### src/rtl/adc_avg_avmm_pkg.sv
// Shared constants for the ADC averaging block: register map, CTRL bit
// positions and the sample/channel widths of the AD7928 front end.
// No logic; imported by the interface-facing top and the per-channel accumulator.
package adc_pkg;

  localparam int ADC_DW  = 12;  // conversion result width
  localparam int ADC_CHW = 3;   // channel index width

  // Word addresses on the Avalon-MM slave
  localparam logic [3:0] ADDR_RESULT0  = 4'd0;
  localparam logic [3:0] ADDR_STATUS   = 4'd8;
  localparam logic [3:0] ADDR_CTRL     = 4'd9;
  localparam logic [3:0] ADDR_IRQ_MASK = 4'd10;

  // CTRL register bits
  localparam int CTRL_ENABLE = 0;
  localparam int CTRL_CLEAR  = 1;

endpackage

### src/rtl/adc_avg_avmm_if.sv
// Avalon-MM slave bus for the ADC averager (no waitrequest, fixed read latency 1).
// Ports: avs_address/avs_read/avs_write/avs_writedata from the fabric,
//        avs_readdata/avs_readdatavalid back to the fabric.
interface adc_avg_avmm_if;
  logic [3:0]  avs_address;
  logic        avs_read;
  logic        avs_write;
  logic [31:0] avs_writedata;
  logic [31:0] avs_readdata;
  logic        avs_readdatavalid;

  modport master (
    output avs_address, avs_read, avs_write, avs_writedata,
    input  avs_readdata, avs_readdatavalid
  );

  modport slave (
    input  avs_address, avs_read, avs_write, avs_writedata,
    output avs_readdata, avs_readdatavalid
  );
endinterface

### src/rtl/adc_avg_avmm_ch_accum.sv
// Purpose: boxcar accumulator for one channel, 2^AVG_LOG2 samples per result.
// Latency: done is combinational with the completing sample; result updates on that edge.
// Backpressure: none; every sample pulse is absorbed, clr has priority over a sample.
// Ports: clk, rst_n (sync, active-low), smp_vld/smp_dat (gated sample), clr,
//        done (completion pulse), result (last average).
module adc_ch_accum
  import adc_pkg::*;
#(
  parameter int AVG_LOG2 = 4
) (
  input  logic              clk,
  input  logic              rst_n,
  input  logic              smp_vld,
  input  logic [ADC_DW-1:0] smp_dat,
  input  logic              clr,
  output logic              done,
  output logic [ADC_DW-1:0] result
);

  localparam int AW = ADC_DW + AVG_LOG2;
  localparam int CW = AVG_LOG2 + 1;
  // cnt holds samples already summed; the sample arriving when cnt is at
  // CNT_LAST is the one that completes the window.
  localparam logic [CW-1:0] CNT_LAST = CW'((1 << AVG_LOG2) - 1);

  logic [AW-1:0] acc;
  logic [CW-1:0] cnt;

  assign done = smp_vld && !clr && (cnt == CNT_LAST);

  always_ff @(posedge clk) begin
    if (!rst_n) begin
      acc    <= '0;
      cnt    <= '0;
      result <= '0;
    end else if (clr) begin
      acc <= '0;
      cnt <= '0;
    end else if (smp_vld) begin
      if (done) begin
        // Include the current sample; the sum cannot overflow AW bits.
        result <= ADC_DW'((acc + AW'(smp_dat)) >> AVG_LOG2);
        acc    <= '0;
        cnt    <= '0;
      end else begin
        acc <= acc + AW'(smp_dat);
        cnt <= cnt + CW'(1);
      end
    end
  end

endmodule

### src/rtl/adc_avg_avmm.sv
// Purpose: per-channel averaging of AD7928 samples exposed on an Avalon-MM slave.
// Latency: result visible 1 cycle after the completing sample; read data 1 cycle after avs_read.
// Backpressure: none; no waitrequest, samples and bus accesses always complete.
// Ports: clk, rst_n (sync, active-low), in_vld/in_ch/in_data (sample stream),
//        avs (Avalon-MM slave modport), irq (level, new_flags & irq_mask).
module adc_avg_avmm
  import adc_pkg::*;
#(
  parameter int AVG_LOG2 = 4,
  parameter int NCH      = 8
) (
  input  logic               clk,
  input  logic               rst_n,
  input  logic               in_vld,
  input  logic [ADC_CHW-1:0] in_ch,
  input  logic [ADC_DW-1:0]  in_data,
  adc_avg_avmm_if.slave      avs,
  output logic               irq
);

  logic              enable;
  logic [NCH-1:0]    irq_mask;
  logic [NCH-1:0]    new_flags;
  logic [NCH-1:0]    done_vec;
  logic [ADC_DW-1:0] result [NCH];

  logic           wr_ctrl;
  logic           wr_mask;
  logic           ch_clr;
  logic [NCH-1:0] rd_clr;
  logic [NCH-1:0] w1c_clr;
  logic [31:0]    rd_mux;
  logic           unused_wdat;

  assign unused_wdat = ^avs.avs_writedata[31:NCH];

  assign wr_ctrl = avs.avs_write && (avs.avs_address == ADDR_CTRL);
  assign wr_mask = avs.avs_write && (avs.avs_address == ADDR_IRQ_MASK);
  assign ch_clr  = wr_ctrl && avs.avs_writedata[CTRL_CLEAR];

  // Flag clears from a RESULT read or a STATUS W1C; a same-edge completion
  // re-sets the flag below, so set wins.
  assign rd_clr  = (avs.avs_read && !avs.avs_address[3])
                   ? (NCH'(1) << avs.avs_address[2:0]) : '0;
  assign w1c_clr = (avs.avs_write && (avs.avs_address == ADDR_STATUS))
                   ? avs.avs_writedata[NCH-1:0] : '0;

  for (genvar g = 0; g < NCH; g++) begin : g_ch
    adc_ch_accum #(
      .AVG_LOG2(AVG_LOG2)
    ) u_accum (
      .clk    (clk),
      .rst_n  (rst_n),
      .smp_vld(in_vld && enable && (in_ch == ADC_CHW'(g))),
      .smp_dat(in_data),
      .clr    (ch_clr),
      .done   (done_vec[g]),
      .result (result[g])
    );
  end

  always_comb begin
    rd_mux = '0;
    if (!avs.avs_address[3]) begin
      rd_mux = {new_flags[avs.avs_address[2:0]], 19'b0, result[avs.avs_address[2:0]]};
    end else begin
      case (avs.avs_address)
        ADDR_STATUS:   rd_mux = 32'(new_flags);
        ADDR_CTRL:     rd_mux[CTRL_ENABLE] = enable;
        ADDR_IRQ_MASK: rd_mux = 32'(irq_mask);
        default:       rd_mux = '0;
      endcase
    end
  end

  always_ff @(posedge clk) begin
    if (!rst_n) begin
      enable                <= 1'b0;
      irq_mask              <= '0;
      new_flags             <= '0;
      avs.avs_readdata      <= '0;
      avs.avs_readdatavalid <= 1'b0;
    end else begin
      if (wr_ctrl) enable <= avs.avs_writedata[CTRL_ENABLE];
      if (wr_mask) irq_mask <= avs.avs_writedata[NCH-1:0];
      new_flags <= (new_flags & ~(rd_clr | w1c_clr)) | done_vec;
      avs.avs_readdatavalid <= avs.avs_read;
      if (avs.avs_read) avs.avs_readdata <= rd_mux;
    end
  end

  assign irq = |(new_flags & irq_mask);

endmodule

### src/flat_wrapper.sv
// flat-port wrapper written by rule: the top's interface ports become plain ports
module adc_avg_avmm_flat import adc_pkg::*;
#(
  parameter int AVG_LOG2 = 4,
  parameter int NCH      = 8
)
  (clk, rst_n, in_vld, in_ch, in_data, irq, avs_avs_address, avs_avs_read, avs_avs_write, avs_avs_writedata, avs_avs_readdata, avs_avs_readdatavalid);
  adc_avg_avmm_if avs_i ();
  input  logic clk;
  input  logic rst_n;
  input  logic in_vld;
  input  logic [ADC_CHW-1:0] in_ch;
  input  logic [ADC_DW-1:0] in_data;
  output logic irq;
  input wire logic [$bits(avs_i.avs_address)-1:0] avs_avs_address;
  input wire logic [$bits(avs_i.avs_read)-1:0] avs_avs_read;
  input wire logic [$bits(avs_i.avs_write)-1:0] avs_avs_write;
  input wire logic [$bits(avs_i.avs_writedata)-1:0] avs_avs_writedata;
  output wire logic [$bits(avs_i.avs_readdata)-1:0] avs_avs_readdata;
  output wire logic [$bits(avs_i.avs_readdatavalid)-1:0] avs_avs_readdatavalid;
  assign avs_i.avs_address = avs_avs_address;
  assign avs_i.avs_read = avs_avs_read;
  assign avs_i.avs_write = avs_avs_write;
  assign avs_i.avs_writedata = avs_avs_writedata;
  assign avs_avs_readdata = avs_i.avs_readdata;
  assign avs_avs_readdatavalid = avs_i.avs_readdatavalid;
  adc_avg_avmm #(.AVG_LOG2(AVG_LOG2), .NCH(NCH)) u_core (.clk(clk), .rst_n(rst_n), .in_vld(in_vld), .in_ch(in_ch), .in_data(in_data), .avs(avs_i), .irq(irq));
endmodule
### config.mk
export PLATFORM = sky130hd
export DESIGN_NAME = adc_avg_avmm_flat
export DESIGN_NICKNAME = d
export VERILOG_FILES = /design/src/rtl/adc_avg_avmm_pkg.sv /design/src/rtl/adc_avg_avmm_if.sv /design/src/rtl/adc_avg_avmm_ch_accum.sv /design/src/rtl/adc_avg_avmm.sv /design/src/flat_wrapper.sv
export SDC_FILE = /design/constraint.sdc
export NUM_CORES = 1
export LEC_CHECK = 0
export CAP_MARGIN = 20
export CORE_MARGIN = 2
export CORE_UTILIZATION = 60
export DETAILED_ROUTE_END_ITERATION = 16
export GPL_ROUTABILITY_DRIVEN = 0
export GPL_TIMING_DRIVEN = 0
export PLACE_DENSITY = 0.81
export REMOVE_ABC_BUFFERS = 1
export SYNTH_ARGS = -nofsm -noshare
export SYNTH_HDL_FRONTEND = slang
export SYNTH_HIERARCHICAL = 1
export SYNTH_SLANG_ARGS = --single-unit
### constraint.sdc
create_clock -name clk -period 3.5 [get_ports clk]
set_input_delay 0.7 -clock clk [delete_from_list [all_inputs] [get_ports clk]]
set_output_delay 0.7 -clock clk [all_outputs]
set_load 0.05 [all_outputs]
==> run_results.csv <==
group,metric,value,unit
worst_setup_path,crit_end,"u_core/g_ch[0].u_accum/acc[11]",
detailed_routing,vias,16714,
worst_setup_path,cp_top_family,"compound AO/OA/AOI/OAI gates",
global_route,overflow,0,
worst_setup_path,path_class,"input pin to register",
worst_setup_path,crit_cells,8,
worst_setup_path,cp.arrival,3.90,ns
yosys,ys_ff_latch,295,
global_route,grt.total_usage,31.4,%
cts,cts_max_level,2,
sta,setup_ws,0.0289,ns
worst_setup_path,r2r-end,"u_core/g_ch[1].u_accum/result[11]",
cts,ctsRootBufferMaster,"clkbuf_16",
min_path,hold_class,"register to register",
yosys,synth_compound_gate_area_share,23.2,%
detailed_routing,drt_iter0_markers,1658,
run,drv_cap,0,
worst_setup_path,slowest_stage,"clkdlybuf4s50_1",
yosys,synth_xor_area_share,3.80,%
detailed_routing,drc,0,
yosys,yosysWarnings,6,
yosys,synth_most_common_cell,"dfxtp_1",
worst_setup_path,critPathMaxStageDelay,1.00,ns
global_route,grt_max_degree,72,
floorplanning,die_h,178,µm
detailed_routing,wire_per_inst,20.2,µm
yosys,synth_top_family_by_area,"compound AO/OA/AOI/OAI gates",
cts,cts_tree,"yes",
pwr,p_switching,0.00192,W
sta,whs,0.456,ns
sta,finalClockSkew,0.00983,ns
final_layout,nets,2308,
cts,insertion_delay,0.52,ns
placed_design,dp_slack,-1.57,ns
pwr,power_frac_comb,7.2,%
sta,worst_pin_slew,1.08,ns
yosys,synthMuxAreaShare,5.23,%
sta,maxSlewViolCount,0,
yosys,synthTopCellsByArea,"dfxtp_1 (32%), ha_1 (7.7%), a21oi_1 (5.3%), nand2_1 (5.0%), nand3_1 (3.4%)",
worst_setup_path,cp.required,3.93,ns
worst_setup_path,reg2reg_slack,0.19,ns
pwr,internal_power,0.00611,W
global_route,grt_pass1_vias,15043,
yosys,ys.flop_type,"dfxtp_1",
detailed_routing,ant_nets,0,
pwr,p_seq_share,42.0,%
worst_setup_path,crit_fanout,8,
sta,maxSlewHeadroom,27.7,%
yosys,syn_avg_cell_area,8.46,µm²
pwr,powerDensity,402,nW/µm²
worst_setup_path,reg2reg_from,"u_core/enable",
floorplanning,die-area,31800,µm²
sta,rsz0062_at_grt,"yes",
sta,finalCriticalPeriod,3.47,ns
worst_setup_path,cp-start-kind,"input pin",
pwr,clock_power_share,50.8,%
sta,fin_setup_tns,0,ns
worst_setup_path,path_buf_inv,1,
sta,fmax,288,MHz
floorplanning,die_w,178,µm
pwr,power,0.00803,W
detailed_routing,wl,51400,µm
placed_design,port-buffer-count,46,
floorplanning,start_util,61.1,%
pwr,p_sw_share,23.9,%
sta,period_share,99.2,%
floorplanning,rows,63,
floorplanning,ios,90,
floorplanning,core,29800,µm²
cts,clkTransAtPathRegs,0.06,ns
yosys,synthAdderAreaFrac,8.57,%
cts,cts_buffers,34,
sta,finalHoldViolations,0,
yosys,netlist.area_leader.share,32.4,%
worst_setup_path,path_cells,"clkdlybuf4s50_1 -> ha_1 -> a211oi_1 -> o21ai_1 -> a31oi_1 -> a21oi_1 -> or3_1 -> o211ai_1",
worst_setup_path,setup.worst_path.start,"in_data[2]",
final_layout,final_core_util,67.0,%
pwr,p_leak,7.64,nW
pwr,ir_drop,301,µV
worst_setup_path,reg2reg_depth,9,
final_layout,num-fill-cells,2350,
yosys,synth_cells,2154,
yosys,netlist_top_cells_count,"dfxtp_1 (295), nand2_1 (242), a21oi_1 (192), nor2_1 (158), nand3_1 (122)",
outcome,status,"complete, no violations",
cts,clock-sinks,295,
detailed_routing,dr.pass1.iters,6,
yosys,netlist_area,18200,µm²
yosys,yosys.area.top_type,"dfxtp_1",
detailed_routing,via_per_inst,6.56,
global_route,grt_pass1_wl,79800,µm
yosys,synth-simple-area-share,21.2,%
yosys,seq_area_frac_synth,32.4,%
yosys,synth_edf_count,0,
worst_setup_path,worstSetupEndpointType,"register",
global_route,antenna_found_initial,1,
final_layout,drive_above_1_share,9.68,%
cts,cts_hold_buf,0,
yosys,synth_cell_type_count,97,
final_layout,syn_to_final_growth,9.62,%
cts,clockBufferDepth,3,
yosys,ys_async_sr_fraction,0,%
sta,setup_violations,0,
placed_design,dp.final_hpwl,34500,µm
==> registers in the layout, indices dropped and copies added (netlist names) <==
name,count
u_core/enable,1
u_core/g_ch.u_accum/acc,128
u_core/avs.avs_readdata,13
u_core/new_flags,8
u_core/g_ch.u_accum/result,96
u_core/g_ch.u_accum/cnt,40
u_core/irq_mask,8
u_core/avs.avs_readdatavalid,1
==> layout by cell type (no fill, tap or decap), types with 37 or more instances in the layout <==
master             n
o21ai_0           88
nand2_1          242
dfxtp_1          295
inv_1             59
nor2_1           152
a21oi_1          192
nand3_1          122
clkdlybuf4s50_1   40
xnor2_1           43
ha_1             112
clkbuf_16         37
==> logic make-up (layout without fill, tap and decap cells) <==
kind of cell	after synthesis	count (layout)
other	1	20
and+or+nand+nor	782	783
xor gates and xnor gates	79	79
buffers and inverters	203	188
adders and majority gates	120	120
muxes	62	62
AOI/OAI and AO/OA	612	612
DFF	295	295
==> metal layers <==
layer	part of all wire [%]	wire length, µm	global-route usage (%)
met2	45	23300	50.4
met3	8.6	4420	5.16
met1	42	21600	42.3
met4	3.9	2030	12.6
met5	0	0	0
==> worst reg2reg max path, delay by kind of cell, from the launching register on <==
kind | cells | cell delay (ns)
buffers and inverters | 1 | 0.48
AND/OR/NAND/NOR | 7 | 2.18
flip-flops | 1 | 0.49
AO/OA/AOI/OAI | 1 | 0.09
==> worst min-delay path by stage <==
| stage | startpoint | endpoint | slack (ns) | cells past startpoint |
|---|---|---|---|---|
| floorplan | u_core/g_ch[7].u_accum/result[3] | u_core/g_ch[7].u_accum/result[3] | 0.43 | 2 |
| global placement | u_core/g_ch[6].u_accum/result[0] | u_core/g_ch[6].u_accum/result[0] | 0.44 | 2 |
| detailed placement | u_core/g_ch[5].u_accum/result[6] | u_core/g_ch[5].u_accum/result[6] | 0.45 | 2 |
| CTS | u_core/g_ch[5].u_accum/result[6] | u_core/g_ch[5].u_accum/result[6] | 0.46 | 2 |
| global route | u_core/g_ch[5].u_accum/result[6] | u_core/g_ch[5].u_accum/result[6] | 0.48 | 2 |
| finish | u_core/g_ch[6].u_accum/result[2] | u_core/g_ch[6].u_accum/result[2] | 0.46 | 2 |
==> stage by stage <==
stage | std cells | area [µm²]
floorplan | 2033 | 17500
global placement | 2469 | 18500
detailed placement | 2476 | 18600
CTS | 2546 | 19900
global route | 2549 | 20000
finish | 2549 | 20000
==> power groups by stage <==
| stage | clock [W] | sequential [W] | combinational [W] |
|---|---|---|---|
| global placement | 0 | 0.00345 | 0.000546 |
| detailed placement | 0 | 0.00345 | 0.000556 |
| global route | 0.00425 | 0.00337 | 0.000609 |
| floorplan | 0 | 0.00346 | 0.000315 |
| finish | 0.00408 | 0.00337 | 0.000575 |
| CTS | 0.00410 | 0.00337 | 0.000559 |
==> final cells by class <==
cell class / instances / area, µm² / area share (%)
multi-input cells: 1675 / 11400 / 57.1
flip-flops and latches: 295 / 5910 / 29.6
clock buffers: 46 / 1020 / 5.11
repair buffers: 60 / 604 / 3.03
well taps: 390 / 488 / 2.44
clock inverters: 16 / 270 / 1.35
inverters: 64 / 259 / 1.30
repair inverters: 2 / 12.5 / 0.0626
diodes: 1 / 2.50 / 0.0125
==> timing repair <==
item | 4_1_cts | 5_1_grt
gates cloned | 3 | 0
endpoints found under the setup margin | 148 | 51
setup buffers | 5 | 2
gates resized for setup | 9 | 8
(Power assumes the default switching activity.)
